File: src/rtl/mmio_pwm.sv
// Memory-mapped four-channel PWM (red/green/blue/led) with shadowed period and duty registers.
// Define PWM_FADE_EN to add hardware breathing (triangle-wave duty) on the led channel.
module mmio_pwm #(
  parameter logic [31:0] BASE_ADDR = 32'h0000_2000,
  parameter int          CNT_W     = 16
) (
  input  logic        clk,
  input  logic        reset,
  input  logic        dmem_wren,
  input  logic [31:0] dmem_address,
  input  logic [31:0] dmem_data_in,
  input  logic [2:0]  funct3,
  output logic [31:0] dmem_data_out,
  output logic        led,
  output logic        red,
  output logic        green,
  output logic        blue
);

  typedef enum logic [2:0] {
    REG_CTRL, REG_PERIOD, REG_DUTY_R, REG_DUTY_G,
    REG_DUTY_B, REG_DUTY_L, REG_COUNT, REG_FADE
  } reg_e;

  // Channel index: 0 red, 1 green, 2 blue, 3 led.
  localparam int N_CH = 4;

  logic             hit, wr;
  reg_e             sel;
  logic [CNT_W-1:0] wdata;

  logic             ctrl_en, en_nxt;
  logic [CNT_W-1:0] period_sh, period_act, period_nxt;
  logic [CNT_W-1:0] count, count_nxt;
  logic [CNT_W-1:0] duty_sh  [N_CH];
  // One extra bit so a fading led duty can reach PERIOD+1 without wrapping.
  logic [CNT_W:0]   duty_act [N_CH];
  logic [CNT_W:0]   duty_nxt [N_CH];
  logic [N_CH-1:0]  out_nxt;
  logic             rise, wrap, load;
  logic [31:0]      rdata;
  logic             unused_bits;

`ifdef PWM_FADE_EN
  logic             ctrl_fade, fade_nxt;
  logic [7:0]       fade_step;
  logic             fade_down, fade_down_nxt;
  logic [CNT_W:0]   fade_top, fade_sum;
`endif

  assign hit         = (dmem_address[31:5] == BASE_ADDR[31:5]);
  assign sel         = reg_e'(dmem_address[4:2]);
  assign wr          = dmem_wren && (funct3 == 3'b010) && hit;
  assign wdata       = dmem_data_in[CNT_W-1:0];
  assign unused_bits = ^{dmem_address[1:0], dmem_data_in[31:CNT_W]};

  // NOTE: every signal gets a default at the top of the block so no path can infer a latch.
  always_comb begin
    en_nxt = ctrl_en;
    if (wr && sel == REG_CTRL) en_nxt = dmem_data_in[0];
    rise       = en_nxt && !ctrl_en;
    wrap       = ctrl_en && (count == period_act);
    load       = rise || wrap;
    period_nxt = load ? period_sh : period_act;
    count_nxt  = (!en_nxt || load) ? '0 : count + 1'b1;
    for (int i = 0; i < N_CH; i++) duty_nxt[i] = load ? {1'b0, duty_sh[i]} : duty_act[i];

`ifdef PWM_FADE_EN
    fade_nxt = ctrl_fade;
    if (wr && sel == REG_CTRL) fade_nxt = dmem_data_in[1];
    fade_down_nxt = fade_down;
    fade_top      = {1'b0, period_nxt} + 1'b1;
    fade_sum      = duty_act[3] + (CNT_W+1)'(fade_step);
    if (fade_nxt) begin
      // The breathing ramp owns the led duty; its shadow is never copied.
      duty_nxt[3] = duty_act[3];
      if (wrap) begin
        if (!fade_down) begin
          if (fade_sum >= fade_top) begin
            duty_nxt[3]   = fade_top;
            fade_down_nxt = 1'b1;
          end else begin
            duty_nxt[3] = fade_sum;
          end
        end else if (duty_act[3] <= (CNT_W+1)'(fade_step)) begin
          duty_nxt[3]   = '0;
          fade_down_nxt = 1'b0;
        end else begin
          duty_nxt[3] = duty_act[3] - (CNT_W+1)'(fade_step);
        end
      end
    end
`endif

    // Outputs are computed from next-state values so the registered pins line up with count.
    for (int i = 0; i < N_CH; i++) out_nxt[i] = en_nxt && ({1'b0, count_nxt} < duty_nxt[i]);

    rdata = '0;
    if (hit) begin
      case (sel)
`ifdef PWM_FADE_EN
        REG_CTRL:   rdata = {30'b0, ctrl_fade, ctrl_en};
        REG_FADE:   rdata = {24'b0, fade_step};
`else
        REG_CTRL:   rdata = {31'b0, ctrl_en};
`endif
        REG_PERIOD: rdata = 32'(period_sh);
        REG_DUTY_R: rdata = 32'(duty_sh[0]);
        REG_DUTY_G: rdata = 32'(duty_sh[1]);
        REG_DUTY_B: rdata = 32'(duty_sh[2]);
        REG_DUTY_L: rdata = 32'(duty_sh[3]);
        REG_COUNT:  rdata = 32'(count);
        default:    rdata = '0;
      endcase
    end
  end

  // NOTE: sequential state uses non-blocking assignments so every register samples pre-edge values.
  always_ff @(posedge clk) begin
    if (reset) begin
      ctrl_en       <= 1'b0;
      period_sh     <= CNT_W'(8'hFF);
      period_act    <= CNT_W'(8'hFF);
      count         <= '0;
      for (int i = 0; i < N_CH; i++) begin
        duty_sh[i]  <= '0;
        duty_act[i] <= '0;
      end
      {led, red, green, blue} <= '0;
      dmem_data_out <= '0;
`ifdef PWM_FADE_EN
      ctrl_fade     <= 1'b0;
      fade_step     <= '0;
      fade_down     <= 1'b0;
`endif
    end else begin
      ctrl_en       <= en_nxt;
      period_act    <= period_nxt;
      count         <= count_nxt;
      for (int i = 0; i < N_CH; i++) duty_act[i] <= duty_nxt[i];
      red           <= out_nxt[0];
      green         <= out_nxt[1];
      blue          <= out_nxt[2];
      led           <= out_nxt[3];
      dmem_data_out <= rdata;
`ifdef PWM_FADE_EN
      ctrl_fade     <= fade_nxt;
      fade_down     <= fade_down_nxt;
`endif
      if (wr) begin
        case (sel)
          REG_PERIOD: period_sh  <= wdata;
          REG_DUTY_R: duty_sh[0] <= wdata;
          REG_DUTY_G: duty_sh[1] <= wdata;
          REG_DUTY_B: duty_sh[2] <= wdata;
          REG_DUTY_L: duty_sh[3] <= wdata;
`ifdef PWM_FADE_EN
          REG_FADE:   fade_step  <= dmem_data_in[7:0];
`endif
          default: ;
        endcase
      end
    end
  end

endmodule

File: config.mk
export PLATFORM = sky130hd
export DESIGN_NAME = mmio_pwm
export DESIGN_NICKNAME = d
export VERILOG_FILES = /design/src/rtl/mmio_pwm.sv
export SDC_FILE = /design/constraint.sdc
export NUM_CORES = 1
export LEC_CHECK = 0
export ABC_CLOCK_PERIOD_IN_PS = 6300
export CAP_MARGIN = 20
export CORE_MARGIN = 4
export CORE_UTILIZATION = 40
export DETAILED_ROUTE_END_ITERATION = 6
export PLACE_DENSITY = 0.64
export REMOVE_ABC_BUFFERS = 1
export SLEW_MARGIN = 30
export SYNTH_ARGS = -nofsm -noshare
export SYNTH_HDL_FRONTEND = slang
export SYNTH_SLANG_ARGS = --single-unit
File: constraint.sdc
create_clock -name clk -period 6.3 [get_ports clk]
set_input_delay 0.63 -clock clk [delete_from_list [all_inputs] [get_ports clk]]
set_output_delay 0.63 -clock clk [all_outputs]
set_load 0.02 [all_outputs]
After elaboration in Yosys (flattened, before gate mapping):

Memory sizes are Yosys's and may differ from the RTL's.
Cells that the tools add are included.

* memories kept: 2
* register bits: 85
* memory bits (writable): 132
* bits in read-only memories: 0
* bits in latches: 0

Memories
* duty_act: depth 4, width 17, rd ports 4, clocked after Yosys merged registers in 0, write ports 4, RTL line 37 `logic [CNT_W:0] duty_act [N_CH];`
* duty_sh: depth 4, width 16, rd ports 4, clocked after Yosys merged registers in 0, write ports 4, RTL line 35 `logic [CNT_W-1:0] duty_sh [N_CH];`

* eq/ne operators: 9
* multipliers: 0
* bitwise gates (word level): 9
* order comparisons: 4
* div/mod/pow operators: 0
* shift-type cells: 0
* add/sub/neg operators: 1
* multiplexer cells: 34
* reduce and logical (&&, ||, !) cells: 16

Operator list (count)
* $mux W17: 8
* $pmux W16 S7: 1
* $mux W16: 5
* $lt A16 B17 Y1: 4
* $eq A27 B9 Y1 const B: 1
* $mux W1: 20
* $add A16 B1 Y16 const B: 1
* $eq A16 B16 Y1: 1
* $eq A3 B2 Y1 const B: 3
* $eq A3 B3 Y1 const B: 3
* $logic_and A1 B1 Y1: 9
* $or A1 B1 Y1: 8
* $eq A3 B1 Y1 const B: 1
* $logic_not A3 Y1: 1
* $logic_not A1 Y1: 2
* $logic_or A1 B1 Y1: 2
* $reduce_and A2 Y1: 1
* $reduce_or A2 Y1: 1
* $not A1 Y1: 1

Logic depth before layout (Yosys ltp):

* word-level depth: 11
* gate-level depth with buffers: 16
* gate-level depth less buffers: 13

Worst setup path after synthesis:

No wires, ideal clock.

* path type: input to register
* start: in dmem_address[15]
* end: reg red
* library setup time: 0.122 ns
* path buffers: 3
* arrival time: 3.454 ns
* required time: 6.178 ns
* path slack: 2.725 ns
* stages: 16
* cells stage by stage: nor4_1 nand4_1 or3_1 buf_2 o22ai_2 buf_6 buf_8 mux2i_1 ha_1 and3_1 nand2_1 a31oi_1 nor3_1 o21bai_1 a31oi_1 o311a_1

* longest elaborated chain between the ends: 10

RTL lines
* start: declaration: RTL line 10 `input logic [31:0] dmem_address,`
* $eq A27 B9 Y1 (*): RTL line 51 `assign hit = (dmem_address[31:5] == BASE_ADDR[31:5]);`
* $logic_and A1 B1 Y1 (*): RTL line 53 `assign wr = dmem_wren && (funct3 == 3'b010) && hit;`
* $logic_and A1 B1 Y1 (*): RTL line 60 `if (wr && sel == REG_CTRL) en_nxt = dmem_data_in[0];`
* $mux W1 (*): RTL line 60
* $logic_and A1 B1 Y1: RTL line 61 `rise = en_nxt && !ctrl_en;`
* $logic_or A1 B1 Y1: RTL line 63 `load = rise || wrap;`
* $logic_or A1 B1 Y1: RTL line 65 `count_nxt = (!en_nxt || load) ? '0 : count + 1'b1;`
* $mux W16: RTL line 65
* $lt A16 B17 Y1: RTL line 96 `for (int i = 0; i < N_CH; i++) out_nxt[i] = en_nxt && ({1'b0, count_nxt} < duty_nxt[i]);`
* $logic_and A1 B1 Y1 (*): RTL line 96
* end signal: assignment: RTL line 141 `red <= out_nxt[0];`
* end: declaration: RTL line 15 `output logic red,`

Mark *: on every way between the ends. The rest lies on a longest branch, timed or not.
A chain may end at the register's enable or synchronous reset.

Worst setup path after layout:

* start: in dmem_address[22]
* end: reg red

Same word-level chain as after synthesis.

==> results.tsv <==
stage	metric	value	unit
logic_synthesis	synth-simple-area-share	0.193	
outcome	status	finished clean	
power	p_leak	4.28	nW
logic_synthesis	synthMostInstantiatedCell	dfxtp_1	
logic_synthesis	synth_top_area_frac	0.287	
global_route	grt_overflow	0	
logic_synthesis	synth_fa_ha_area_frac	0.0799	
power	vdd_drop_max	0.000142	V
power	p_int	0.00212	W
timing	final.setup.tns	0	ps
final_layout	drive_above_1_share	0.0658	
drt	drt_iter0_markers	586	
global_route	antenna_found_initial	0	
logic_synthesis	synth_seq_cells	201	
drt	via_per_inst	5.33	
power	fin_total_pwr	0.00269	W
final_layout	fin_area	11200	sq um
power	p_switching	0.000570	W
timing	setup_viol	0	
min_path	hp-class	reg2reg	
logic_synthesis	synth_compound_area_frac	0.101	
worst_setup_path	crit_start	dmem_address[22]	
place	place_hpwl	17.9	mm
final_layout	diodes	0	
job	cap_viol_max_count	0	
drt	met1Wirelength	11.4	mm
timing	rsz0062_at_grt	false	
logic_synthesis	ys_top_cells_by_count	dfxtp_1, nor2_1, nand2_1	
timing	fmax	215	MHz
drt	ant_nets	0	
clock_tree	clkTransAtPathRegs	60	ps
logic_synthesis	netlist_top_cells_area	dfxtp_1, edfxtp_1, ha_1	
clock_tree	cts_tree	built	
die	die-area	26400	sq um
power	clock_power_share	0.449	
die	pin_count	106	
worst_setup_path	cp_top_family	compound AO/OA/AOI/OAI gates	
clock_tree	cts_max_level	1	
place	dp_slack	1100	ps
die	dieWidth	162	um
worst_setup_path	cp.required	6670	ps
worst_setup_path	critPathCaptureType	flop	
clock_tree	cts_setup_buffers	0	
timing	fin_ws	1650	ps
clock_tree	cts_buffer_depth	3	
final_layout	ff_latch_area	4660	sq um
timing	relSlewSlack	0.340	
timing	finalClockSkew	14.4	ps
drt	totalWireLength	25.7	mm
power	p_comb_frac	0.042	
logic_synthesis	ys_warn_count	0	
clock_tree	cts_resized	0	
power	switching_share	0.212	
clock_tree	clock_latency	500	ps
drt	num_vias	7131	
global_route	grt.total_usage	0.192	
logic_synthesis	syn-cell-area	9550	sq um
global_route	grt_pass1_wl	39.3	mm
die	placementRows	56	
power	seqPwrFrac	0.509	
logic_synthesis	syn_avg_cell_area	10.1	sq um
timing	fin_hold_ws	465	ps
final_layout	fill_cells	2228	
global_route	grt_max_degree	85	
drt	wire_per_inst	19.2	um
min_path	hp-start	duty_act[1][16]	
logic_synthesis	synth_ff_type	dfxtp_1	
drt	drc	0	
logic_synthesis	synth_edf_count	64	
worst_setup_path	critPathLaunchType	input port	
timing	tightest_slew	991	ps
clock_tree	cts-buffers-inserted	21	
worst_setup_path	reg2reg_from	count[12]	
global_route	grt_pass1_vias	6852	
die	start_util	0.407	
drt	drt_pass1_iterations	6	
timing	period_needed	4650	ps
clock_tree	cts-hold-fix-buffers	0	
timing	hold_viol_final	0	
worst_setup_path	critical_path_class	in2reg	
worst_setup_path	cp_common_cell	a31oi_1	
die	coreArea	23500	sq um
logic_synthesis	synthCells	943	
logic_synthesis	synth_largest_area_cell	dfxtp_1	
drt	wl_met3	1.87	mm
final_layout	final_nets	1136	
clock_tree	cts.sinks	201	
place	place_congestion	0.868	
worst_setup_path	path_cells	clkdlybuf4s50_1, nor4_1, nand2_1, or3_1, o22ai_4, buf_12, mux2i_1, ha_1, o21ai_0, a31oi_1, nor3_1, o21bai_1, a31oi_1, o311a_1	
logic_synthesis	synthMuxAreaShare	0.0692	
drt	routed-wl-met2	11.8	mm
logic_synthesis	synthArstFlopShare	0	
logic_synthesis	synth_cell_type_count	46	
place	placed_cell_area	10600	sq um
logic_synthesis	synth_xor_area_frac	0.0275	
final_layout	multi_input_area	4630	sq um
drt	top_layer	met4	
place	portBuffers	71	
die	dieHeight	162	um
worst_setup_path	cp.arrival	5020	ps
timing	drv_slew	0	
worst_setup_path	critPathMaxFanout	48	
worst_setup_path	path_buf_inv	2	
logic_synthesis	synth_top_family_by_area	simple AND/OR/NAND/NOR gates	
clock_tree	cts_root_buf	clkbuf_16	
final_layout	areaGrowthSynthToFinish	17.8	%
logic_synthesis	ys_seq_area_frac	0.489	
power	power_density	239	nW/um^2
worst_setup_path	slowest_delay	660	ps
worst_setup_path	crit_slowest_cell	o22ai_4	
timing	period_share	0.738	
registers in the layout, summed over array words and instances (netlist names):
register	cells
blue	1
count	16
ctrl_en	1
dmem_data_out	16
duty_act	68
duty_sh	64
green	1
led	1
period_act	16
period_sh	16
red	1
per-layer routing:
metal	track usage	up-vias
li1	-	3472
met1	0.270	3378
met2	0.309	233
met3	0.0339	48
met4	0.0500	0
met5	0	-
cell type report:
cell class              count  area share
clock buffers              28      0.0508
inverters                   6     0.00200
well taps                 319      0.0355
clock inverters             8     0.00779
repair buffers             89      0.0771
flip-flops and latches    201       0.415
multi-input cells         686       0.412
logic make-up after synthesis:
| kind of cell | Yosys count |
|---|---|
| simple gates | 369 |
| compound gates | 144 |
| xor+xnor | 30 |
| mux | 66 |
| flops | 201 |
| buf+inv | 71 |
| fa+ha+maj | 61 |
| other cells | 1 |
placed cells by master (no fill, tap or decap), types with 24 or more instances in the layout:
| cell type | count |
|---|---|
| nand2_1 | 88 |
| nor3_1 | 30 |
| edfxtp_1 | 64 |
| clkdlybuf4s50_1 | 70 |
| xnor2_1 | 24 |
| a22oi_1 | 47 |
| ha_1 | 61 |
| a21oi_1 | 24 |
| mux2i_1 | 66 |
| nor2_1 | 99 |
| dfxtp_1 | 137 |
| and2_1 | 64 |
worst paths after layout:
| check | to | slack (ps) | cells past startpoint |
|---|---|---|---|
| setup / recovery | red | 1650 | 14 |
| hold / removal | duty_act[1][16] | 470 | 2 |
| setup reg to reg | red | 2100 | 13 |
| hold reg to reg | duty_act[1][16] | 470 | 2 |
stage by stage:
step,util,std cells
after global routing,0.479,1337
after CTS,0.479,1336
final,0.479,1337
after floorplan,-,893
after detailed placement,0.451,1300
after global placement,0.450,1299
worst register-to-register path, delay by kind of cell, from the launching register on:
kind	cells	cell delay, ps
AO/OA/AOI/OAI	5	1780
AND/OR/NAND/NOR	6	1300
adder cells (fa/ha/maj)	1	360
flip-flops	1	350
XOR/XNOR	1	300
power by group through the flow:
stage	registers, W	clock network [W]	logic (W)
after global placement	0.00139	0	0.000111
after CTS	0.00137	0.00123	0.000112
after floorplan	0.00139	0	0.0000365
final	0.00137	0.00121	0.000113
after detailed placement	0.00140	0	0.000112
after global routing	0.00137	0.00129	0.000120
Power figures use the tool's default switching activity.
